`src/rtl/deserializer_if.sv`:
```
// Serial-in / parallel-out bus between a bit source and the deserializer.
interface deserializer_if #(
    parameter int unsigned DATA_W = 16,
    parameter int unsigned MOD_W  = $clog2(DATA_W)
);
    logic              ser_data_i;
    logic              ser_data_val_i;
    logic [DATA_W-1:0] deser_data_o;
    logic [MOD_W-1:0]  deser_data_mod_o;
    logic              deser_data_val_o;
    logic              drop_o;
    logic              busy_o;

    // Bit source side
    modport master (
        output ser_data_i,
        output ser_data_val_i,
        input  deser_data_o,
        input  deser_data_mod_o,
        input  deser_data_val_o,
        input  drop_o,
        input  busy_o
    );

    // Deserializer side
    modport slave (
        input  ser_data_i,
        input  ser_data_val_i,
        output deser_data_o,
        output deser_data_mod_o,
        output deser_data_val_o,
        output drop_o,
        output busy_o
    );
endinterface

```
`src/rtl/deserializer.sv`:
```
// Collects MSB-first serial bursts into parallel words. Bursts of 3..DATA_W-1 bits
// are emitted left-aligned with their bit count; bursts of 1 or 2 bits are dropped.
module deserializer #(
    parameter int unsigned DATA_W = 16,
    parameter int unsigned MOD_W  = $clog2(DATA_W)
) (
    input  logic           clk_i,
    input  logic           rst_n_i,
    deserializer_if.slave  bus
);
    // Count needs one extra bit so that DATA_W itself is representable
    localparam int unsigned CntW = MOD_W + 1;

    typedef enum logic [1:0] {
        StIdle    = 2'b01,
        StReceive = 2'b10
    } state_e;

    state_e            state_q, state_d;
    logic [DATA_W-1:0] shift_q, shift_d;
    logic [CntW-1:0]   cnt_q, cnt_d;
    logic [DATA_W-1:0] data_q, data_d;
    logic [MOD_W-1:0]  mod_q, mod_d;
    logic              val_q, val_d;
    logic              drop_q, drop_d;
    logic              busy_q;

    logic [DATA_W-1:0] shift_ins;
    logic [CntW-1:0]   bit_idx;

    // Shift register with the incoming bit placed at DATA_W-1-count; lower bits are
    // already zero because the register is cleared when a burst starts.
    always_comb begin
        bit_idx   = CntW'(DATA_W - 1) - cnt_q;
        shift_ins = shift_q | ({{(DATA_W-1){1'b0}}, bus.ser_data_i} << bit_idx);
    end

    // Next-state and output decode
    always_comb begin
        state_d = state_q;
        shift_d = shift_q;
        cnt_d   = cnt_q;
        data_d  = data_q;
        mod_d   = mod_q;
        val_d   = 1'b0;
        drop_d  = 1'b0;
        case (state_q)
            StIdle: begin
                if (bus.ser_data_val_i) begin
                    shift_d             = '0;
                    shift_d[DATA_W-1]   = bus.ser_data_i;
                    cnt_d               = CntW'(1);
                    state_d             = StReceive;
                end
            end
            StReceive: begin
                if (bus.ser_data_val_i) begin
                    shift_d = shift_ins;
                    cnt_d   = cnt_q + CntW'(1);
                    if (cnt_q == CntW'(DATA_W - 1)) begin
                        // Full word completes on this edge; mod 0 encodes DATA_W
                        data_d  = shift_ins;
                        mod_d   = '0;
                        val_d   = 1'b1;
                        state_d = StIdle;
                    end
                end else begin
                    if (cnt_q >= CntW'(3)) begin
                        data_d = shift_q;
                        mod_d  = cnt_q[MOD_W-1:0];
                        val_d  = 1'b1;
                    end else begin
                        drop_d = 1'b1;
                    end
                    state_d = StIdle;
                end
            end
            default: state_d = StIdle;
        endcase
    end

    // State and output registers
    always_ff @(posedge clk_i or negedge rst_n_i) begin
        if (!rst_n_i) begin
            state_q <= StIdle;
            shift_q <= '0;
            cnt_q   <= '0;
            data_q  <= '0;
            mod_q   <= '0;
            val_q   <= 1'b0;
            drop_q  <= 1'b0;
            busy_q  <= 1'b0;
        end else begin
            state_q <= state_d;
            shift_q <= shift_d;
            cnt_q   <= cnt_d;
            data_q  <= data_d;
            mod_q   <= mod_d;
            val_q   <= val_d;
            drop_q  <= drop_d;
            busy_q  <= (state_d == StReceive);
        end
    end

    assign bus.deser_data_o     = data_q;
    assign bus.deser_data_mod_o = mod_q;
    assign bus.deser_data_val_o = val_q;
    assign bus.drop_o           = drop_q;
    assign bus.busy_o           = busy_q;
endmodule

```
`src/flat_wrapper.sv`:
```
// flat-port wrapper written by rule: the top's interface ports become plain ports
module deserializer_flat 
#(
    parameter int unsigned DATA_W = 16,
    parameter int unsigned MOD_W  = $clog2(DATA_W)
)
  (clk_i, rst_n_i, bus_ser_data_i, bus_ser_data_val_i, bus_deser_data_o, bus_deser_data_mod_o, bus_deser_data_val_o, bus_drop_o, bus_busy_o);
  deserializer_if #(.DATA_W(DATA_W), .MOD_W(MOD_W)) bus_i ();
  input  logic clk_i;
  input  logic rst_n_i;
  input wire logic [$bits(bus_i.ser_data_i)-1:0] bus_ser_data_i;
  input wire logic [$bits(bus_i.ser_data_val_i)-1:0] bus_ser_data_val_i;
  output wire logic [$bits(bus_i.deser_data_o)-1:0] bus_deser_data_o;
  output wire logic [$bits(bus_i.deser_data_mod_o)-1:0] bus_deser_data_mod_o;
  output wire logic [$bits(bus_i.deser_data_val_o)-1:0] bus_deser_data_val_o;
  output wire logic [$bits(bus_i.drop_o)-1:0] bus_drop_o;
  output wire logic [$bits(bus_i.busy_o)-1:0] bus_busy_o;
  assign bus_i.ser_data_i = bus_ser_data_i;
  assign bus_i.ser_data_val_i = bus_ser_data_val_i;
  assign bus_deser_data_o = bus_i.deser_data_o;
  assign bus_deser_data_mod_o = bus_i.deser_data_mod_o;
  assign bus_deser_data_val_o = bus_i.deser_data_val_o;
  assign bus_drop_o = bus_i.drop_o;
  assign bus_busy_o = bus_i.busy_o;
  deserializer #(.DATA_W(DATA_W), .MOD_W(MOD_W)) u_core (.clk_i(clk_i), .rst_n_i(rst_n_i), .bus(bus_i));
endmodule
```
`config.mk`:
```
export PLATFORM = sky130hd
export DESIGN_NAME = deserializer_flat
export DESIGN_NICKNAME = d
export VERILOG_FILES = /design/src/rtl/deserializer_if.sv /design/src/rtl/deserializer.sv /design/src/flat_wrapper.sv
export SDC_FILE = /design/constraint.sdc
export NUM_CORES = 1
export LEC_CHECK = 0
export CORE_UTILIZATION = 40
export CTS_CLUSTER_DIAMETER = 60
export DETAILED_ROUTE_END_ITERATION = 6
export SLEW_MARGIN = 0
export SYNTH_ARGS = -nofsm -noshare
export SYNTH_HDL_FRONTEND = slang
export SYNTH_SLANG_ARGS = --single-unit
```
`constraint.sdc`:
```
create_clock -name clk_i -period 2.2 [get_ports clk_i]
set_clock_uncertainty 0.1 [all_clocks]
set_input_delay 0.33 -clock clk_i [delete_from_list [all_inputs] [get_ports clk_i]]
set_output_delay 0.33 -clock clk_i [all_outputs]
set_load 0.05 [all_outputs]
```
==> impl_results.md <==
- Run status: finished clean
- DP Wirelength: 3.18 mm
- DRC: 0
- Vias in the first global route: 1,473
- Crit-path slowest cell: dfstp_2
- Starting DRT DRC Count: 71
- Total track usage: 17.3%
- Num rows: 26
- GPL Wtd Cong: 0.787
- Worst Tran Pin Value: 0.510 ns
- Power Dens Cells: 1100 nW/µm²
- Final Net Count: 239
- Max FO, Critical Path: 8
- Final Max Tran Viols: 0
- Wirelength per Cell: 14.5 µm
- Layout cells sized above 1: 18.5%
- Clock slew at reported path FFs: 0.08 ns
- Tightest Hold Check Type: flop to flop
- Worst VDD drop: 0.643 mV
- Highest clock rate: 0.485 GHz
- Post-synthesis cell count: 194
- Final setup vio count: 0
- CP Class: flop to flop
- Overflow after GRT: 0
- Sequential area share after synthesis: 52.9%
- Async set-or-reset flop fraction in the synthesized netlist: 100%
- CTS sink cnt: 46
- Die outline width: 75.8 µm
- Antenna violations before repair: 0
- Clk buf depth: 2
- Post-DR vias/cell: 5.07
- Clk root buf: clkbuf_8
- CP top delay family: flip-flops
- Ys Warns: 0
- Via count: 1,530
- Worst setup SP type: flop
- Crit end category: flop
- Total power: 2960 µW
- Synthesized area: 2180 µm²
- Hold violation count in the final report: 0
- Die height: 75.8 µm
- Core footprint: 5170 µm²
- Clock buffer count from CTS: 5
- Ant diodes: 0
- RSZ-0062 raised after global routing: false
- Avg Cell Area, Syn: 11.2 µm²
- Synth-to-Final Area Change: 23.4%
- Yosys reg bits: 46
- First-pass GRT wire length: 7.22 mm
- Port bufs: 26
- Max transition margin: 66.0%
- H-tree levels: 2
- Worst-Skew Late Latency: 0.30 ns
- Post-route ant nets: 0
- Initial Util: 42.1%
- Fin crit share: 93.7%
- Primary FF master, synth: dfrtp_1
- Worst path max stage delay: 0.55 ns
- Worst path cell trace: inv_1 -> ha_1 -> and4b_1 -> a22oi_2 -> or2_1 -> buf_12 -> mux2_2
- Total nets after synthesis: 201
- Worst EP arrival: 2.15 ns
- Setup Fix Bufs, Post-CTS: 0
- Worst Path Buf+Inv: 2
- Die area: 5750 µm²
- Max Cap Violations: 0
- Post-synth EDFFs: 0
- CP required: 2.29 ns
- TritonCTS clock tree: yes
- Worst hold margin: 0.379 ns
- Ports: 27
- Finished Layout Cells: 302
- Fin crit period: 2.06 ns
- Pleak: 0.00135 µW
- Yosys cell types: 38
- Placed cells: 294
- Largest net degree at the start of global routing: 27
- Routed WL: 4.39 mm
- Detailed Routing Iterations Pass 1: 6
==> power breakdown <==
part	total [µW]	switching [µW]	internal (µW)
registers	1130	100	1030
logic	1340	857	482
clock network	490	276	214
total	2960	1230	1720
==> worst reg2reg max path, delay by kind of cell, from the launching register on <==
family	cells	cell delay (ns)
buffers and inverters	2	0.19
AOI/OAI and AO/OA	1	0.16
and+or+nand+nor	2	0.40
adders and majority gates	1	0.22
DFF	1	0.55
muxes	1	0.33
==> per-layer routing <==
metal,vias up,wire (µm),track usage (%)
met5,-,0,0
met4,0,65,8.02
met3,6,92,3.57
met2,24,2030,26.8
met1,752,2200,23.2
li1,748,-,-
==> what timing repair did <==
| action | in CTS | in global routing |
|---|---|---|
| setup endpoints to repair | 0 | 3 |
| hold buffers | 1 | 0 |
| hold endpoints to repair | 19 | 0 |
| gates resized for setup | 0 | 1 |
==> layout make-up <==
| type | instances | area, µm² |
|---|---|---|
| timing repair buffer | 44 | 430 |
| multi-input combinational | 120 | 885 |
| tap | 70 | 87.6 |
| clock inverter | 2 | 10.0 |
| sequential | 46 | 1150 |
| fill | 460 | 2480 |
| clock buffer | 5 | 68.8 |
| inverter | 15 | 56.3 |
==> cells in the final DEF (no fill, tap or decap), drive strengths merged, types with 5 or more instances in the layout <==
| cell | netlist | layout |
|---|---|---|
| buf | 5 | 18 |
| clkbuf | 8 | 5 |
| nor2 | 10 | 10 |
| inv | 15 | 15 |
| a21oi | 17 | 17 |
| clkdlybuf4s50 | 0 | 25 |
| nand2 | 11 | 11 |
| mux2 | 11 | 11 |
| dfrtp | 45 | 45 |
| o21ai | 10 | 10 |
| mux2i | 10 | 10 |
| nand3 | 6 | 6 |
| a22o | 9 | 9 |
==> worst paths after layout <==
| path | startpoint | endpoint | slack (ns) | cells past startpoint |
|---|---|---|---|---|
| worst min register to register | u_core.shift_q[3] | u_core.shift_q[3] | 0.38 | 2 |
| worst min-delay path | u_core.shift_q[3] | u_core.shift_q[3] | 0.38 | 2 |
| min in group asynchronous | rst_n_i | u_core.state_q[1] | 0.45 | 2 |
| worst max-delay path | u_core.state_q[0] | u_core.bus.deser_data_mod_o[0] | 0.14 | 7 |
| max in group asynchronous | rst_n_i | u_core.shift_q[3] | 1.05 | 3 |
| worst max register to register | u_core.state_q[0] | u_core.bus.deser_data_mod_o[0] | 0.14 | 7 |
==> per-stage QoR <==
| step | TNS [ns] | area [µm²] | util (%) | setup slack [ns] |
|---|---|---|---|---|
| global placement | 0 | 2600 | 50.2 | 0.0310 |
| detailed placement | -0.0281 | 2600 | 50.2 | -0.0176 |
| global route | 0 | 2690 | 52.0 | 0.0256 |
| CTS | 0 | 2690 | 51.9 | 0.109 |
| finish | 0 | 2690 | 52.0 | 0.139 |
| floorplan | 0 | 2180 | - | 0.0797 |
==> cell families after synthesis <==
| group | count (synthesis) | share of synthesized area, % |
|---|---|---|
| flip-flops | 46 | 52.9 |
| AO/OA/AOI/OAI | 48 | 14.4 |
| adder cells (fa/ha/maj) | 3 | 1.72 |
| AND/OR/NAND/NOR | 48 | 12.5 |
| buffers and inverters | 28 | 6.77 |
| multiplexers | 21 | 11.8 |
==> state kept, by name (all words and copies together) (netlist names) <==
register / flops
u_core.bus.drop_o: 1
u_core.cnt_q: 5
u_core.state_q: 2
u_core.bus.deser_data_val_o: 1
u_core.shift_q: 16
u_core.bus.deser_data_o: 16
u_core.bus.deser_data_mod_o: 4
u_core.bus.busy_o: 1
==> cell usage after synthesis (2+ instances only) <==
library cell / number / share of area (%)
dfrtp_1: 45 / 52
or2_2: 2 / 0.57
inv_1: 15 / 2.6
clkbuf_1: 8 / 1.4
o21ai_0: 10 / 2.3
buf_6: 3 / 1.5
mux2_2: 2 / 1.0
nor2_1: 10 / 1.7
a21o_1: 2 / 0.69
nor2b_1: 4 / 1.1
and3_1: 2 / 0.57
a22o_1: 9 / 3.6
a21oi_1: 17 / 3.9
and2_1: 2 / 0.57
nand3_1: 6 / 1.4
a32o_1: 3 / 1.4
o21bai_1: 4 / 1.4
nand2_1: 11 / 1.9
ha_1: 3 / 1.7
mux2i_1: 10 / 4.6
mux2_4: 9 / 6.2
(Power assumes the default switching activity.)
